## src/rtl/shape_pkg.sv

```systemverilog
// Shared types for the shape rasteriser:
// FSM state encoding and draw-mode codes.
package shape_pkg;

  typedef enum logic [1:0] {
    IDLE,
    FETCH,
    WRITE,
    DONE
  } state_t;

  localparam logic [1:0] MODE_SPRITE = 2'd0;
  localparam logic [1:0] MODE_TRANSP = 2'd1;
  localparam logic [1:0] MODE_SOLID  = 2'd2;
  localparam logic [1:0] MODE_ERASE  = 2'd3;

endpackage

```

## src/rtl/shape_raster_engine_raster_counter.sv

```systemverilog
// Row-major pixel walker: xc/yc plus a running ROM address.
// Ports: clear/advance controls, w/h extents, xc/yc/addr, last flag.
module raster_counter #(
  parameter int X_W    = 8,
  parameter int Y_W    = 7,
  parameter int ADDR_W = 12
) (
  input  logic              clock,
  input  logic              reset,
  input  logic              clear,
  input  logic              advance,
  input  logic [X_W-1:0]    w,
  input  logic [Y_W-1:0]    h,
  output logic [X_W-1:0]    xc,
  output logic [Y_W-1:0]    yc,
  output logic [ADDR_W-1:0] addr,
  output logic              last
);

  logic row_end;

  assign row_end = (xc == w - X_W'(1));
  assign last    = row_end && (yc == h - Y_W'(1));

  always_ff @(posedge clock) begin
    if (reset || clear) begin
      xc   <= '0;
      yc   <= '0;
      addr <= '0;
    end else if (advance) begin
      // Running increment keeps addr == yc*w+xc
      // without a multiplier.
      addr <= addr + ADDR_W'(1);
      if (row_end) begin
        xc <= '0;
        yc <= yc + Y_W'(1);
      end else begin
        xc <= xc + X_W'(1);
      end
    end
  end

endmodule

```

## src/rtl/shape_raster_engine.sv

```systemverilog
// Rectangle/sprite rasteriser driving a plot/ready pixel port.
// Ports: start+command in, sprite ROM addr/data, pixel out, status.
module shape_raster_engine
  import shape_pkg::*;
#(
  parameter int X_W        = 8,
  parameter int Y_W        = 7,
  parameter int C_W        = 3,
  parameter int MAX_W      = 64,
  parameter int MAX_H      = 64,
  parameter int ADDR_W     = 12,
  parameter int TRANSP_KEY = 0
) (
  input  logic              clock,
  input  logic              reset,
  input  logic              start,
  input  logic [X_W-1:0]    x_base,
  input  logic [Y_W-1:0]    y_base,
  input  logic [X_W-1:0]    width_in,
  input  logic [Y_W-1:0]    height_in,
  input  logic [1:0]        mode,
  input  logic [C_W-1:0]    color_in,
  output logic [ADDR_W-1:0] rom_addr,
  input  logic [C_W-1:0]    rom_data,
  output logic [X_W-1:0]    x_out,
  output logic [Y_W-1:0]    y_out,
  output logic [C_W-1:0]    color_out,
  output logic              plot,
  input  logic              plot_ready,
  output logic              ready_cmd,
  output logic              busy,
  output logic              done
);

  state_t           state;
  logic [X_W-1:0]   xb;
  logic [Y_W-1:0]   yb;
  logic [X_W-1:0]   w;
  logic [Y_W-1:0]   h;
  logic [1:0]       md;
  logic [C_W-1:0]   col;
  logic [X_W-1:0]   w_clamp;
  logic [Y_W-1:0]   h_clamp;
  logic [X_W-1:0]   xc;
  logic [Y_W-1:0]   yc;
  logic [C_W-1:0]   pix;
  logic             last;
  logic             in_write;
  logic             transp;
  logic             advance;
  logic             clear;

  assign w_clamp = (width_in > X_W'(MAX_W))
                 ? X_W'(MAX_W) : width_in;
  assign h_clamp = (height_in > Y_W'(MAX_H))
                 ? Y_W'(MAX_H) : height_in;

  assign in_write = (state == WRITE);
  assign transp   = (md == MODE_TRANSP)
                 && (rom_data == C_W'(TRANSP_KEY));
  // A transparent pixel never waits on the adapter.
  assign advance  = in_write && (transp || plot_ready);
  assign clear    = (state == IDLE) && start;

  assign plot      = in_write && !transp;
  assign ready_cmd = (state == IDLE);
  assign busy      = (state != IDLE);

  always_comb begin
    pix = '0;
    unique case (md)
      MODE_SPRITE: pix = rom_data;
      MODE_TRANSP: pix = rom_data;
      MODE_SOLID:  pix = col;
      MODE_ERASE:  pix = '0;
      default:     pix = '0;
    endcase
  end

  // ROM data only stays valid while addr is held, so the
  // colour is steered straight from it during WRITE.
  assign color_out = in_write ? pix : '0;

  raster_counter #(
    .X_W   (X_W),
    .Y_W   (Y_W),
    .ADDR_W(ADDR_W)
  ) u_cnt (
    .clock  (clock),
    .reset  (reset),
    .clear  (clear),
    .advance(advance),
    .w      (w),
    .h      (h),
    .xc     (xc),
    .yc     (yc),
    .addr   (rom_addr),
    .last   (last)
  );

  always_ff @(posedge clock) begin
    if (reset) begin
      state <= IDLE;
      xb    <= '0;
      yb    <= '0;
      w     <= '0;
      h     <= '0;
      md    <= '0;
      col   <= '0;
      x_out <= '0;
      y_out <= '0;
      done  <= 1'b0;
    end else begin
      done <= 1'b0;
      unique case (state)
        IDLE: begin
          if (start) begin
            xb  <= x_base;
            yb  <= y_base;
            w   <= w_clamp;
            h   <= h_clamp;
            md  <= mode;
            col <= color_in;
            if (w_clamp == '0 || h_clamp == '0)
              state <= DONE;
            else
              state <= FETCH;
          end
        end
        FETCH: begin
          // Coordinates wrap; no clipping.
          x_out <= xb + xc;
          y_out <= yb + yc;
          state <= WRITE;
        end
        WRITE: begin
          if (advance)
            state <= last ? DONE : FETCH;
        end
        DONE: begin
          done  <= 1'b1;
          state <= IDLE;
        end
        default: state <= IDLE;
      endcase
    end
  end

endmodule

```

## config.mk

```make
export PLATFORM = sky130hd
export DESIGN_NAME = shape_raster_engine
export DESIGN_NICKNAME = d
export VERILOG_FILES = /design/src/rtl/shape_pkg.sv /design/src/rtl/shape_raster_engine_raster_counter.sv /design/src/rtl/shape_raster_engine.sv
export SDC_FILE = /design/constraint.sdc
export NUM_CORES = 1
export LEC_CHECK = 0
export ABC_AREA = 1
export BUFFER_PORTS_ARGS = -buffer_cell sky130_fd_sc_hd__buf_2
export CAP_MARGIN = 15
export CORE_MARGIN = 2
export CORE_UTILIZATION = 56
export CTS_BUF_LIST = sky130_fd_sc_hd__clkbuf_4 sky130_fd_sc_hd__clkbuf_8 sky130_fd_sc_hd__clkbuf_16
export DETAILED_ROUTE_END_ITERATION = 8
export GPL_TIMING_DRIVEN = 0
export PLACE_DENSITY = 0.91
export RECOVER_POWER = 25
export SLEW_MARGIN = 20
export SYNTH_ARGS = -nofsm -noshare
export SYNTH_HDL_FRONTEND = slang
export SYNTH_SLANG_ARGS = --single-unit
```

## constraint.sdc

```tcl
create_clock -name clock -period 2.2 [get_ports clock]
set_input_delay 0.33 -clock clock [delete_from_list [all_inputs] [get_ports clock]]
set_output_delay 0.33 -clock clock [all_outputs]
set_load 0.1 [all_outputs]
```

==> flow_summary.json <==
{
  "pin_count": 76,
  "synth-main-ff-cell": "dfxtp_1",
  "routed_wl_um": 10200,
  "die_w_um": 89.6,
  "start_util_pct": 57.2,
  "placementRows": 31,
  "syn-num-nets": 617,
  "period_needed_ns": 2.06,
  "clk_pin_slew_worst_paths_ns": 0.08,
  "fin_crit_sh_pct": 93.8,
  "firstDrtPassIters": 5,
  "synth_cell_types": 41,
  "drcViolationCount": 0,
  "grt_pass1_vias": 3877,
  "syn_area_um2": 4100,
  "p_per_area_nw_per_um2": 702,
  "cts-root-buf": "clkbuf_8",
  "synth_top_cell_by_area": "dfxtp_1",
  "peakVddDrop_mv": 0.405,
  "critical_path_arrival_ns": 1.73,
  "worst-slew-pin-transition_ns": 1.18,
  "final_layout_size_suffix_gt1_share_pct": 18.5,
  "status": "complete, no violations",
  "clock_sinks": 80,
  "use_met3_pct": 4.84,
  "gr-total-overflow": 0,
  "fmax_mhz": 485,
  "crit_required_ns": 1.87,
  "wl_per_cell_um": 13.7,
  "synth_cells": 555,
  "coreArea_um2": 7180,
  "synth_area_leaders": "dfxtp_1 (39%), nand2_1 (9.4%), inv_1 (6.7%)",
  "grtUsageMet2_pct": 48.5,
  "die_area_um2": 8030,
  "synth_edf_count": 0,
  "slew_headroom_pct": 21.9,
  "cts_tree": "built",
  "start_kind": "flop",
  "hold_viol": 0,
  "grt_first_pass_wirelength_um": 17100,
  "worst_slack_ns": 0.137,
  "ys_ff_latch": 80,
  "vias_per_cell": 5.32,
  "setup_viol": 0,
  "htree_levels": 3,
  "port_buffers": 75,
  "yosysSeqAreaShare_pct": 39.0,
  "busiest_layer": "met2",
  "cp_num_buf_inv": 3,
  "worstSetupEndpointType": "output pin",
  "gp_congestion": 0.926,
  "crit_slowest_cell": "clkbuf_4",
  "crit_chain": "inv_1, nor2_1, inv_1, a21oi_1, clkbuf_4",
  "cts_made_buffers": 9,
  "slowest_delay_ns": 0.38,
  "die_h_um": 89.6,
  "synth_common_cells": "nand2_1 (103), dfxtp_1 (80), inv_1 (73)",
  "clk_latency_ns": 0.35,
  "netlist.area_leader.share_pct": 39.0,
  "antenna_found_initial": 0,
  "worstPathMaxFanout": 4,
  "drv_cap": 0,
  "synth-warning-count": 0,
  "synthToLayoutAreaGrowth_pct": 18.4,
  "fin_nets": 703,
  "rsz0062_at_grt": "no",
  "drtIter0Drc": 164,
  "final_antenna_net_count": 0,
  "yosys.cell_count.top_type": "nand2_1",
  "met1_usage_pct": 34.1,
  "antenna_cells": 0,
  "grt_use_total_pct": 27.8,
  "hold_slack_ns": 0.181,
  "maxSlewViolCount": 0,
  "crit_type": "flop to output pin",
  "hp-class": "input port to flop",
  "dp_slack_ns": 0.0936,
  "hpwl_um": 7750,
  "cts_max_path_buffers": 2,
  "via_count": 3950,
  "crit_family": "buffers and inverters",
  "finClkSkew_ns": 0.00658,
  "p_leak_nw": 2.28,
  "avgSynthCellArea_um2": 7.39,
  "grt_max_degree": 13,
  "crit_top_cell": "inv_1",
  "async_reset_ff_share_pct": 0,
  "post-route-util_pct": 67.7
}
-- area by class of cell --
class / count / area, um^2
Buffer: 12 / 86.3
Clock buffer: 10 / 131
Clock inverter: 4 / 47.5
Fill cell: 593 / 2320
Inverter: 76 / 299
Multi-Input combinational cell: 387 / 2190
Sequential cell: 80 / 1600
Tap cell: 99 / 124
Timing Repair Buffer: 75 / 374
-- registers in the layout (all words and copies together) (netlist names) --
name	flops
y_out	7
state	2
u_cnt.xc	8
x_out	8
h	7
xb	8
md	2
u_cnt.yc	7
done	1
yb	7
w	8
col	3
u_cnt.addr	12
-- layer usage --
layer / share of wire, % / vias to the layer above
met1: 44 / 1805
met5: 0 / -
met2: 48 / 141
met4: 1.8 / 0
li1: - / 1987
met3: 6.7 / 17
-- cells in the final DEF, fill, tap and decap left out, types with 4 or more instances in the layout --
master / n
a21oi_1: 30
a21oi_2: 4
a22o_1: 16
buf_2: 65
clkbuf_1: 12
clkbuf_4: 4
clkbuf_8: 10
dfxtp_1: 78
ha_1: 18
inv_1: 72
nand2_1: 102
nand3_1: 31
nand3_2: 4
nand4_1: 8
nor2_1: 66
nor2_2: 5
o21ai_0: 19
o21ai_1: 21
o22ai_1: 6
xnor2_1: 10
xor2_1: 17
-- worst paths after layout --
check	start	end	slack, ns	depth (start not counted)
max	state[1]	plot	0.14	5
min	color_in[1]	col[1]	0.18	2
max reg2reg	u_cnt.yc[0]	y_out[6]	0.19	10
min reg2reg	w[7]	w[7]	0.45	2
-- power by group --
group | switching [mW] | leakage (nW) | internal [mW]
Clock | 0.523 | 0.0914 | 0.521
Combinational | 0.590 | 1.53 | 0.198
Sequential | 0.0500 | 0.652 | 1.53
-- per-stage QoR --
step                power [mW]  instance area (um^2)  std cells  setup TNS, ns
global route              3.55                  4860        743              0
CTS                       3.43                  4910        743              0
floorplan                 2.23                  4230        555          -9.46
finish                    3.41                  4860        743              0
detailed placement        2.41                  4730        729              0
global placement          2.39                  4730        729              0
-- cells by family after synthesis --
logic type      count (synthesis)  share of synthesized area (%)
flops                          80                           39.0
simple gates                  235                           24.7
xor+xnor                       27                           5.76
fa+ha+maj                      20                           6.47
compound gates                105                           15.5
buf+inv                        88                           8.57
-- timing repair --
action / 4_1_cts / 5_1_grt
setup endpoints to repair: 0 / 5
hold buffers: 0 / 0
buffers inserted: 0 / 0
gates resized for setup: 0 / 6
Power figures use the tool's default switching activity.
